===== src/rtl/cu_pkg.sv =====
// Shared encodings for the multi-cycle CPU control unit.
package cu_pkg;

  typedef enum logic [3:0] {
    FETCH  = 4'd0,
    DECODE = 4'd1,
    MEM_RD = 4'd2,
    ACC_RD = 4'd3,
    RD2    = 4'd4,
    RD1    = 4'd5,
    EXEC   = 4'd6,
    WB     = 4'd7,
    MEM_WR = 4'd8,
    JUMP   = 4'd9
  } state_t;

  localparam logic [2:0] OP_LDA = 3'b000;
  localparam logic [2:0] OP_STA = 3'b001;
  localparam logic [2:0] OP_ADD = 3'b010;
  localparam logic [2:0] OP_AND = 3'b011;
  localparam logic [2:0] OP_JMP = 3'b100;
  localparam logic [2:0] OP_JZ  = 3'b101;
  localparam logic [2:0] OP_JC  = 3'b110;
  localparam logic [2:0] OP_REG = 3'b111;

  localparam logic [1:0] ALU_ADD = 2'b00;
  localparam logic [1:0] ALU_AND = 2'b10;

  localparam int unsigned CZN_C = 0;
  localparam int unsigned CZN_Z = 1;
  localparam int unsigned CZN_N = 2;

  // Register-format function select inside the DI byte.
  localparam logic [4:0] DI_FUNC_MASK = 5'b1_00_00;

  typedef struct packed {
    logic       pcInc;
    logic       pcLoadEn;
    logic       diLoadEn;
    logic       irWriteEn;
    logic       trWriteEn;
    logic       memoryReadEn;
    logic       memoryWriteEn;
    logic       accumulatorWriteEn;
    logic       aRegWriteEn;
    logic       bRegWriteEn;
    logic       aluResWriteEn;
    logic       ldCZN;
    logic       PcOrTR;
    logic       reg1Or2;
    logic       regOrMem;
    logic       RegBOr0;
    logic       RegAOr0;
    logic [1:0] aluOpControl;
    logic       instrDone;
  } ctrl_t;

  // JMP always jumps; JZ/JC test their flag; N is never a jump condition.
  function automatic logic jumpTaken(input logic [2:0] opcode, input logic [2:0] czn);
    logic [2:0] mask;
    mask = '0;
    if (opcode == OP_JZ) mask[CZN_Z] = 1'b1;
    if (opcode == OP_JC) mask[CZN_C] = 1'b1;
    return (opcode == OP_JMP) || (|(czn & mask));
  endfunction

  function automatic logic isCondJump(input logic [2:0] opcode);
    return (opcode == OP_JZ) || (opcode == OP_JC);
  endfunction

endpackage


===== src/rtl/cu_output_decoder.sv =====
// Combinational control-word decode from state, opcode, function bit and flags.
module cu_output_decoder
  import cu_pkg::*;
(
  input  state_t     state,
  input  logic [2:0] opcode,
  input  logic       func,
  input  logic [2:0] czn,
  input  logic       active,
  output ctrl_t      ctrl
);

  // Moore strobes per state; everything held at 0 while reset is asserted.
  always_comb begin
    ctrl = '0;
    if (active) begin
      unique case (state)
        FETCH: begin
          ctrl.PcOrTR       = 1'b1;
          ctrl.memoryReadEn = 1'b1;
          ctrl.irWriteEn    = 1'b1;
          ctrl.pcInc        = 1'b1;
        end
        DECODE: begin
          ctrl.diLoadEn = 1'b1;
          if (opcode != OP_REG) begin
            ctrl.PcOrTR       = 1'b1;
            ctrl.memoryReadEn = 1'b1;
            ctrl.trWriteEn    = 1'b1;
            ctrl.pcInc        = 1'b1;
          end
          if (isCondJump(opcode) && !jumpTaken(opcode, czn)) ctrl.instrDone = 1'b1;
        end
        MEM_RD: begin
          ctrl.memoryReadEn = 1'b1;
          ctrl.bRegWriteEn  = 1'b1;
          if (opcode == OP_ADD || opcode == OP_AND) ctrl.aRegWriteEn = 1'b1;
        end
        ACC_RD: ctrl.aRegWriteEn = 1'b1;
        RD2: begin
          ctrl.reg1Or2     = 1'b1;
          ctrl.regOrMem    = 1'b1;
          ctrl.bRegWriteEn = 1'b1;
        end
        RD1: ctrl.aRegWriteEn = 1'b1;
        EXEC: begin
          ctrl.aluResWriteEn = 1'b1;
          ctrl.aluOpControl  = ALU_ADD;
          unique case (opcode)
            OP_LDA: ctrl.RegAOr0 = 1'b1;
            OP_STA: ctrl.RegBOr0 = 1'b1;
            OP_ADD: ctrl.ldCZN = 1'b1;
            OP_AND: begin
              ctrl.ldCZN        = 1'b1;
              ctrl.aluOpControl = ALU_AND;
            end
            OP_REG: begin
              ctrl.ldCZN        = 1'b1;
              ctrl.aluOpControl = func ? ALU_AND : ALU_ADD;
            end
            default: ;
          endcase
        end
        WB: begin
          ctrl.accumulatorWriteEn = 1'b1;
          ctrl.instrDone          = 1'b1;
        end
        MEM_WR: begin
          ctrl.memoryWriteEn = 1'b1;
          ctrl.instrDone     = 1'b1;
        end
        JUMP: begin
          ctrl.pcLoadEn  = 1'b1;
          ctrl.instrDone = 1'b1;
        end
        default: ;
      endcase
    end
  end

endmodule


===== src/rtl/multicycle_controller.sv =====
// Moore sequencer for the 8-bit multi-cycle CPU datapath.
module multicycle_controller
  import cu_pkg::*;
(
  input  logic       clk,
  input  logic       rst,
  input  logic [2:0] opcode,
  input  logic [4:0] DiToCU,
  input  logic [2:0] CznToCU,
  output logic       pcInc,
  output logic       pcLoadEn,
  output logic       diLoadEn,
  output logic       irWriteEn,
  output logic       trWriteEn,
  output logic       memoryReadEn,
  output logic       memoryWriteEn,
  output logic       accumulatorWriteEn,
  output logic       aRegWriteEn,
  output logic       bRegWriteEn,
  output logic       aluResWriteEn,
  output logic       ldCZN,
  output logic       PcOrTR,
  output logic       reg1Or2,
  output logic       regOrMem,
  output logic       RegBOr0,
  output logic       RegAOr0,
  output logic [1:0] aluOpControl,
  output logic       instrDone
);

  state_t state, nextState;
  ctrl_t  ctrl;
  logic   func;

  // Register fields are resolved in the datapath; only the function bit matters here.
  assign func = |(DiToCU & DI_FUNC_MASK);

  // State register; reset parks the sequencer in FETCH.
  always_ff @(posedge clk or negedge rst) begin
    if (!rst) state <= FETCH;
    else      state <= nextState;
  end

  // Next-state sequencing; the jump decision uses the flags present during DECODE.
  always_comb begin
    nextState = FETCH;
    unique case (state)
      FETCH: nextState = DECODE;
      DECODE: begin
        unique case (opcode)
          OP_REG:                nextState = RD2;
          OP_JMP, OP_JZ, OP_JC:  nextState = jumpTaken(opcode, CznToCU) ? JUMP : FETCH;
          OP_STA:                nextState = ACC_RD;
          default:               nextState = MEM_RD;
        endcase
      end
      MEM_RD:  nextState = EXEC;
      ACC_RD:  nextState = EXEC;
      RD2:     nextState = RD1;
      RD1:     nextState = EXEC;
      EXEC:    nextState = (opcode == OP_STA) ? MEM_WR : WB;
      WB:      nextState = FETCH;
      MEM_WR:  nextState = FETCH;
      JUMP:    nextState = FETCH;
      default: nextState = FETCH;
    endcase
  end

  // Gating the decoder with rst keeps every strobe low for the whole reset window.
  cu_output_decoder uDecoder (
    .state  (state),
    .opcode (opcode),
    .func   (func),
    .czn    (CznToCU),
    .active (rst),
    .ctrl   (ctrl)
  );

  assign pcInc              = ctrl.pcInc;
  assign pcLoadEn           = ctrl.pcLoadEn;
  assign diLoadEn           = ctrl.diLoadEn;
  assign irWriteEn          = ctrl.irWriteEn;
  assign trWriteEn          = ctrl.trWriteEn;
  assign memoryReadEn       = ctrl.memoryReadEn;
  assign memoryWriteEn      = ctrl.memoryWriteEn;
  assign accumulatorWriteEn = ctrl.accumulatorWriteEn;
  assign aRegWriteEn        = ctrl.aRegWriteEn;
  assign bRegWriteEn        = ctrl.bRegWriteEn;
  assign aluResWriteEn      = ctrl.aluResWriteEn;
  assign ldCZN              = ctrl.ldCZN;
  assign PcOrTR             = ctrl.PcOrTR;
  assign reg1Or2            = ctrl.reg1Or2;
  assign regOrMem           = ctrl.regOrMem;
  assign RegBOr0            = ctrl.RegBOr0;
  assign RegAOr0            = ctrl.RegAOr0;
  assign aluOpControl       = ctrl.aluOpControl;
  assign instrDone          = ctrl.instrDone;

endmodule


===== config.mk =====
export PLATFORM = sky130hd
export DESIGN_NAME = multicycle_controller
export DESIGN_NICKNAME = d
export VERILOG_FILES = /design/src/rtl/cu_pkg.sv /design/src/rtl/cu_output_decoder.sv /design/src/rtl/multicycle_controller.sv
export SDC_FILE = /design/constraint.sdc
export NUM_CORES = 1
export LEC_CHECK = 0
export CAP_MARGIN = 25
export CORE_ASPECT_RATIO = 0.7
export CORE_MARGIN = 3
export CORE_UTILIZATION = 25
export DETAILED_ROUTE_END_ITERATION = 8
export GPL_ROUTABILITY_DRIVEN = 1
export PLACE_DENSITY_LB_ADDON = 0.1
export SLEW_MARGIN = 15
export SYNTH_ARGS = -nofsm -noshare
export SYNTH_HDL_FRONTEND = slang
export SYNTH_SLANG_ARGS = --single-unit
export TNS_END_PERCENT = 10

===== constraint.sdc =====
create_clock -name clk -period 2 [get_ports clk]
set_input_delay 0.4 -clock clk [delete_from_list [all_inputs] [get_ports clk]]
set_output_delay 0.4 -clock clk [all_outputs]
set_load 0.01 [all_outputs]

* Yosys cells after proc, flatten, opt, wreduce, memory -nomap -nowiden
Index checks and enable logic that the tools add are counted.
** Word-level totals
- Bits of input ports :: 13
- Logic and storage cells :: 75
- Flip-flop bits (word level) :: 4
** Cells by class
- Bitwise operators :: 2
- Equality and inequality tests :: 17
- Multiplexer cells :: 38
- Reduce and logical (&&, ||, !) cells :: 17
** Operators by type and width (count)
- 2-to-1 mux 1 bit :: 23
- 2-to-1 mux 20 bit :: 1
- one-hot mux 4 bit (5 select lines) :: 1
- OR reduction 3 bit :: 6
- == test 4 x 3 -> 1 bit, second input constant :: 4
- == test 3 bit, second input constant :: 4
- 2-to-1 mux 4 bit :: 3
- one-hot mux 4 bit (3 select lines) :: 1
- == test 4 x 2 -> 1 bit, second input constant :: 2
- == test 4 bit, second input constant :: 2
- 2-to-1 mux 2 bit :: 4
- one-hot mux 1 bit (2 select lines) :: 4
- bitwise AND 3 x 2 -> 3 bit :: 2
- == test 3 x 2 -> 1 bit, second input constant :: 2
- OR reduction 2 bit :: 3
- == test 4 x 1 -> 1 bit, second input constant :: 1
- logical NOT 4 bit :: 1
- logical OR 1 bit :: 4
- one-hot mux 2 bit (2 select lines) :: 1
- == test 3 x 1 -> 1 bit, second input constant :: 1
- logical NOT 3 bit :: 1
- != test 3 bit, second input constant :: 1
- logical AND 1 bit :: 1
- logical NOT 1 bit :: 1

* Longest topological paths before layout
Gate-level depths: netlist (run 1).
- Depth after elaboration :: 12
- Gate-level depth with buffers :: 5

* By module
Synthesis (run 1) repeated with hierarchy kept, for this count alone.
** Unflattened totals
- Cells, all modules :: 71
- Area, all modules :: 541.8 µm²
** Modules (own cells, without submodules)
- cu_output_decoder :: instances 1, area an instance 292.8 µm², cells each 45
- multicycle_controller :: instances 1, area an instance 249.0 µm², cells each 26

* Worst setup path after synthesis (run 1)
No wires, ideal clock.
- Path type :: register to output
- Start point :: register state[2]
- End point :: output pcInc
- Path buffers :: 2
- Arrival :: 1452 ps
- Required time :: 1600 ps
- Path slack :: 148 ps
- Stages on the path, launching flop included :: 5
- Path through :: dfrtp_1 buf_4 or3b_4 nor3_1 buf_4
** On the way
- Longest elaborated chain between the ends :: 3
** RTL lines
- start: declaration :: line multicycle_controller.sv:31 : state_t state, nextState;
- start signal: assignment :: line multicycle_controller.sv:41 : else state <= nextState;
- == test 4 x 1 -> 1 bit / logical NOT 4 bit (equally long branches) :: line cu_output_decoder.sv:17 : unique case (state)
- one-hot mux 1 bit (2 select lines) * :: line cu_output_decoder.sv:17
- 2-to-1 mux 20 bit * :: line cu_output_decoder.sv:16 : if (active) begin
- end: declaration :: line multicycle_controller.sv:10 : output logic pcInc,
Mark *: on every way between the ends. The rest lies on a longest branch, timed or not.

* Worst setup path in the final report (run 1)
- Start point :: register state[3]
- End point :: output trWriteEn
** On the way
- Longest elaborated chain between the ends :: 3
** RTL lines
- == test 4 x 1 -> 1 bit :: line cu_output_decoder.sv:17
- 2-to-1 mux 1 bit :: line cu_output_decoder.sv:17
- 2-to-1 mux 20 bit :: line cu_output_decoder.sv:16
- end: declaration :: line multicycle_controller.sv:14 : output logic trWriteEn,
No other way between the ends.

==> flow_metrics.py, run 1 <==
metrics = {
    "finish": {
        "mostFrequentLayoutCells": "buf_4 (22), dlygate4sd2_1 (10), clkbuf_2 (9)",
        "largest_reg_flops": 4,
        "layoutNonFillerInstCount": 135,
        "top_regs": "state: 4 flops",
        "area_delta_synth_final_pct": 66.67,
        "finalInstanceArea_sq_um": 900.9,
        "final_layout_size_suffix_gt1_share_pct": 38.05,
        "diodes": 0,
        "design.final.nets": 128,
        "largest-register": "state",
        "final_common_cell": "buf_4",
    },
    "floorplan": {
        "die_area_sq_mm": 0.002765,
        "die_h_microns": 44.91,
        "core_area_sq_mm": 0.001952,
        "initial_core_util_pct": 27.69,
        "die_w_microns": 61.58,
        "rows": 13,
        "io_pins": 33,
    },
    "clock_tree": {
        "cts_buffers": 3,
        "cts_sinks": 4,
        "cts_buffer_depth": 2,
        "ctsHoldBuffers": 0,
        "clk_latency_ps": 230,
        "cts_tree": "yes",
        "ctsHtreeMaxLevel": 1,
        "clkSlewWorstSetupHoldPaths_ps": 40,
        "ctsRootBufferMaster": "clkbuf_4",
    },
    "critical_path": {
        "worstPathRequired_ps": 1600,
        "slowest_stage": "or3b_4",
        "critical-path-max-stage-delay_ps": 410,
        "cp_top_family": "simple AND/OR/NAND/NOR gates",
        "end_kind": "primary output",
        "path_class": "register to primary output",
        "cp_cell_sequence": "buf_4 -> or3b_4 -> a311oi_2 -> buf_2",
        "cp_max_fo": 5,
        "startpoint_type": "register",
        "reg2reg_slack_ps": 410,
        "arrival_ps": 1560,
        "crit_buf_inv": 2,
    },
    "timing": {
        "fin_crit_sh_pct": 98.24,
        "fmax_ghz": 0.5089,
        "post-route-min-period_ps": 1965,
        "grt_setup_unrepaired": "yes",
        "whs_ps": 271.7,
        "clock_skew_ps": 2.134,
        "finalHoldViolCount": 0,
        "setup_slack_ps": 35.14,
        "drv_slew": 0,
        "setup_viol": 0,
    },
    "global_routing": {
        "grt_pass1_wl_microns": 2849,
        "gr-usage-met1_pct": 19.45,
        "grt-ovfl-total": 0,
        "grt_pass1_vias": 641,
        "grt_usage_pct": 13.57,
        "grt_max_degree": 14,
        "top_usage_layer": "met2",
        "antenna_found_initial": 0,
        "use_met3_pct": 3.429,
        "met2_usage_pct": 21.29,
    },
    "min_path": {
        "hp-class": "input port to async pin",
    },
    "power_and_ir_drop": {
        "ir_drop_uv": 430.5,
        "pwr_density_cell_mw_per_mm2": 1060,
        "power.leakage_nw": 0.4669,
    },
    "yosys": {
        "syn_inst": 71,
        "ys_seq_area_share_pct": 18.52,
        "syn_area_per_cell_sq_um": 7.613,
        "synth.distinct_cells": 32,
        "ys.flop_type": "dfrtp_1",
        "syn-num-nets": 84,
        "synth_seq_cells": 4,
        "async_reset_ff_share_pct": 100.0,
        "synth_warnings": 0,
        "synth_edf_count": 0,
        "synth_area_sq_um": 540.5,
    },
    "run_status": {
        "outcome": "complete, no violations",
    },
    "placed_design": {
        "dp.cells": 130,
        "io_buffer_count": 26,
        "routabilityCongestion": 0.7444,
        "place_area_sq_um": 914.6,
        "dpl.hpwl_microns": 1361,
        "place_ws_ps": -613.7,
    },
    "drt": {
        "wl_per_cell_microns": 12.41,
        "drc": 0,
        "drt-total-wl_microns": 1675,
        "dr.first_iter.drc_count": 25,
        "post_drt_via_cell_ratio": 4.859,
        "vias": 656,
        "drtPass1Iterations": 4,
        "antenna_left": 0,
    },
    "job": {
        "max_cap_violations": 0,
    },
}
==> area by class of cell <==
cell class                      count  area (sq um)
Clock buffer                        3         22.52
Fill cell                         211          1051
Inverter                            3         11.26
Multi-Input combinational cell     55         376.6
Sequential cell                     4         100.1
Tap cell                           22         27.53
Timing Repair Buffer               48         362.8
==> path summary, 6_finish.rpt <==
check,from,endpoint,depth (start not counted)
min in group clk,state[3],state[1],2
worst max register to register,state[2],state[0],5
worst min-delay path,rst,state[0],2
worst min register to register,state[3],state[1],2
max in group asynchronous,rst,state[2],2
worst max-delay path,state[3],trWriteEn,4
==> kinds of logic (layout without fill, tap and decap cells) <==
group | Yosys count | in the layout | synth area share (%)
AO/OA/AOI/OAI | 18 | 18 | 25.69
XOR/XNOR | 1 | 1 | 1.621
buffers and inverters | 12 | 54 | 13.89
flip-flops | 4 | 4 | 18.52
other | 1 | 1 | 0.6938
AND/OR/NAND/NOR | 35 | 35 | 39.58
==> through the flow <==
step | utilization [%] | TNS (ps) | power, mW
after CTS | 47.31 | -233.8 | 0.9639
after floorplan | - | 0 | 0.5489
after detailed placement | 46.86 | -8357 | 0.8992
after global placement | 46.86 | -7935 | 0.8915
after global routing | 46.15 | -131.3 | 1.056
final | 46.15 | 0 | 0.9550
==> synthesized netlist by cell type (all sizes together), types with 2 or more instances <==
library cell	instances	share of area, %
nand2	2	1.4
nand3b	2	2.8
nor3	6	5.6
nor2b	4	4.6
a21oi	3	2.8
or2	2	2.3
or3b	4	7.4
inv	3	2.1
o21ai	5	4.6
nand2b	5	5.8
buf	9	12
nor2	7	4.9
dfrtp	4	19
==> power by group <==
| part | total, mW | switching [mW] | internal (mW) |
|---|---|---|---|
| registers | 0.149 | 0.0316 | 0.117 |
| clock network | 0.0990 | 0.0319 | 0.0670 |
| logic | 0.707 | 0.344 | 0.364 |
| total | 0.955 | 0.407 | 0.548 |
==> per-layer routing <==
layer	part of all wire, %	vias up
met3	5.8	0
met2	46	24
li1	-	337
met1	49	295
met5	0	-
met4	0	0
==> worst register-to-register path: stages (launching register included) <==
cell and delay [ps]:
dfrtp_1 410, buf_4 170, nand4bb_1 240, buf_4 170, a2111oi_2 370, a221o_1 170
==> what timing repair did <==
item | 4_1_cts | 5_1_grt
setup buffers | 2 | 0
hold endpoints to repair | 0 | 0
pin swaps | 0 | 5
gates resized for setup | 29 | 25
setup endpoints to repair | 19 | 14
Power figures use the tool's default switching activity.
==> run 2: changes to the inputs <==
- CORE_MARGIN: 3 -> default
==> flow_metrics.py, run 2 (synthesis gave the netlist of run 1 again) <==
metrics = {
    "finish": {
        "largest-register": "state",
        "final-seq-area_sq_um": 101.3,
        "utilization_pct": 47.90,
        "final_common_cell": "buf_4",
        "top_regs": "state: 4 flops",
        "nFillCells": 210,
        "finalInstanceArea_sq_um": 927.1,
        "largest_reg_flops": 4,
        "area_delta_synth_final_pct": 71.53,
        "design.final.nets": 126,
        "final_layout_size_suffix_gt1_share_pct": 34.23,
        "multi_input_area_sq_um": 385.4,
        "layoutNonFillerInstCount": 133,
        "mostFrequentLayoutCells": "buf_4 (19), dlygate4sd2_1 (16), nor2_1 (7)",
        "diodes": 0,
    },
    "global_routing": {
        "grt-ovfl-total": 0,
        "grt_max_degree": 14,
        "top_usage_layer": "met2",
        "grt_pass1_vias": 575,
        "grt_usage_pct": 14.26,
        "met2_usage_pct": 26.45,
        "antenna_found_initial": 0,
        "use_met3_pct": 2.839,
        "gr-usage-met1_pct": 18.10,
        "grt_pass1_wl_microns": 2456,
    },
    "placed_design": {
        "place_ws_ps": -623.8,
        "routabilityCongestion": 0.7086,
        "io_buffer_count": 26,
        "dpl.hpwl_microns": 1264,
        "place_area_sq_um": 914.6,
        "dp.cells": 130,
    },
    "critical_path": {
        "critical-path-max-stage-delay_ps": 370,
        "cp_top_family": "buffers and inverters",
        "slowest_stage": "or3b_4",
        "arrival_ps": 1540,
        "crit_buf_inv": 3,
        "end_kind": "primary output",
        "cp_cell_sequence": "dlygate4sd2_1 -> buf_4 -> or3b_4 -> nor2_1 -> clkdlybuf4s15_1",
        "path_class": "input port to primary output",
        "cp_max_fo": 9,
        "startpoint_type": "input port",
        "worstPathRequired_ps": 1600,
    },
    "drt": {
        "wl_per_cell_microns": 11.80,
        "antenna_left": 0,
        "drt-total-wl_microns": 1569,
        "drc": 3,
        "post_drt_via_cell_ratio": 4.774,
        "dr.first_iter.drc_count": 24,
        "vias": 635,
        "drtPass1Iterations": 6,
    },
    "timing": {
        "fmax_ghz": 0.5160,
        "post-route-min-period_ps": 1938,
        "fin_crit_sh_pct": 96.90,
        "drv_slew": 0,
        "finalHoldViolCount": 0,
        "setup_slack_ps": 61.99,
        "setup_viol": 0,
        "clock_skew_ps": 4.450,
        "grt_setup_unrepaired": "yes",
    },
    "clock_tree": {
        "cts_tree": "yes",
        "ctsHtreeMaxLevel": 1,
        "cts_buffers": 3,
        "ctsHoldBuffers": 0,
        "cts_sinks": 4,
        "clkSlewWorstSetupHoldPaths_ps": 40,
        "ctsRootBufferMaster": "clkbuf_4",
        "clk_latency_ps": 230,
        "cts_buffer_depth": 2,
        "postCtsSetupBuffers": 0,
    },
    "power_and_ir_drop": {
        "ir_drop_uv": 445.3,
        "power.leakage_nw": 0.4748,
        "pwr_density_cell_mw_per_mm2": 1028,
        "p_total_uw": 952.8,
    },
    "run_status": {
        "outcome": "finished with violations",
        "violations": "DRC",
    },
    "floorplan": {
        "die_area_sq_mm": 0.002355,
        "io_pins": 33,
        "die_h_microns": 40.91,
        "core_area_sq_mm": 0.001936,
        "die_w_microns": 57.58,
        "rows": 13,
        "initial_core_util_pct": 27.93,
    },
    "job": {
        "max_cap_violations": 0,
    },
    "min_path": {
        "hp-class": "input port to async pin",
    },
}
[run 2: path summary, 6_finish.rpt]
kind	from	end	slack [ps]	depth (start not counted)
hold reg to reg	state[3]	state[1]	630	2
setup / recovery	opcode[1]	RegBOr0	60	5
max in group asynchronous	rst	state[2]	1590	2
min in group clk	state[3]	state[1]	630	2
hold / removal	rst	state[0]	280	2
setup reg to reg	state[2]	state[0]	440	5
[run 2: report_power, final]
group,switching [mW],internal (mW)
registers,0.0359,0.119
logic,0.332,0.365
clock network,0.0332,0.0671
[run 2: worst reg2reg max path: cells and delay by family (launching register included)]
kind,cells,cell delay (ps)
and+or+nand+nor,1,230
buffers and inverters,2,330
DFF,1,420
AOI/OAI and AO/OA,2,520
[run 2: what timing repair did]
action	4_1_cts	5_1_grt
pin swaps	4	5
setup endpoints to repair	19	10
resized for setup	33	13
hold endpoints to repair	0	0
[run 2: layout make-up]
cell class	instances	share of cell area [%]
Timing Repair Buffer	46	40.89
Inverter	3	1.215
Sequential cell	4	10.93
Tap cell	22	2.969
Clock buffer	3	2.429
Multi-Input combinational cell	55	41.57
[run 2: through the flow]
step / hold WS, ps / setup TNS, ps
6_report: 282.7 / 0
5_1_grt: 287.2 / -58.54
4_1_cts: 277.7 / -109.6
3_5_place_dp: 642.3 / -8033
3_3_place_gp: 648.6 / -7846
2_1_floorplan: 104.4 / 0
[run 2: per-layer routing]
metal  wire length (microns)  part of all wire, %
met5                       0                    0
met1                     786                   50
met4                       0                    0
met2                     713                   45
met3                      69                  4.4
==> run 3: changes to the inputs <==
- SLEW_MARGIN: 15 -> 20
==> results of run 3 <==
No change in the layout: final DEF, timing and power equal those of run 2.
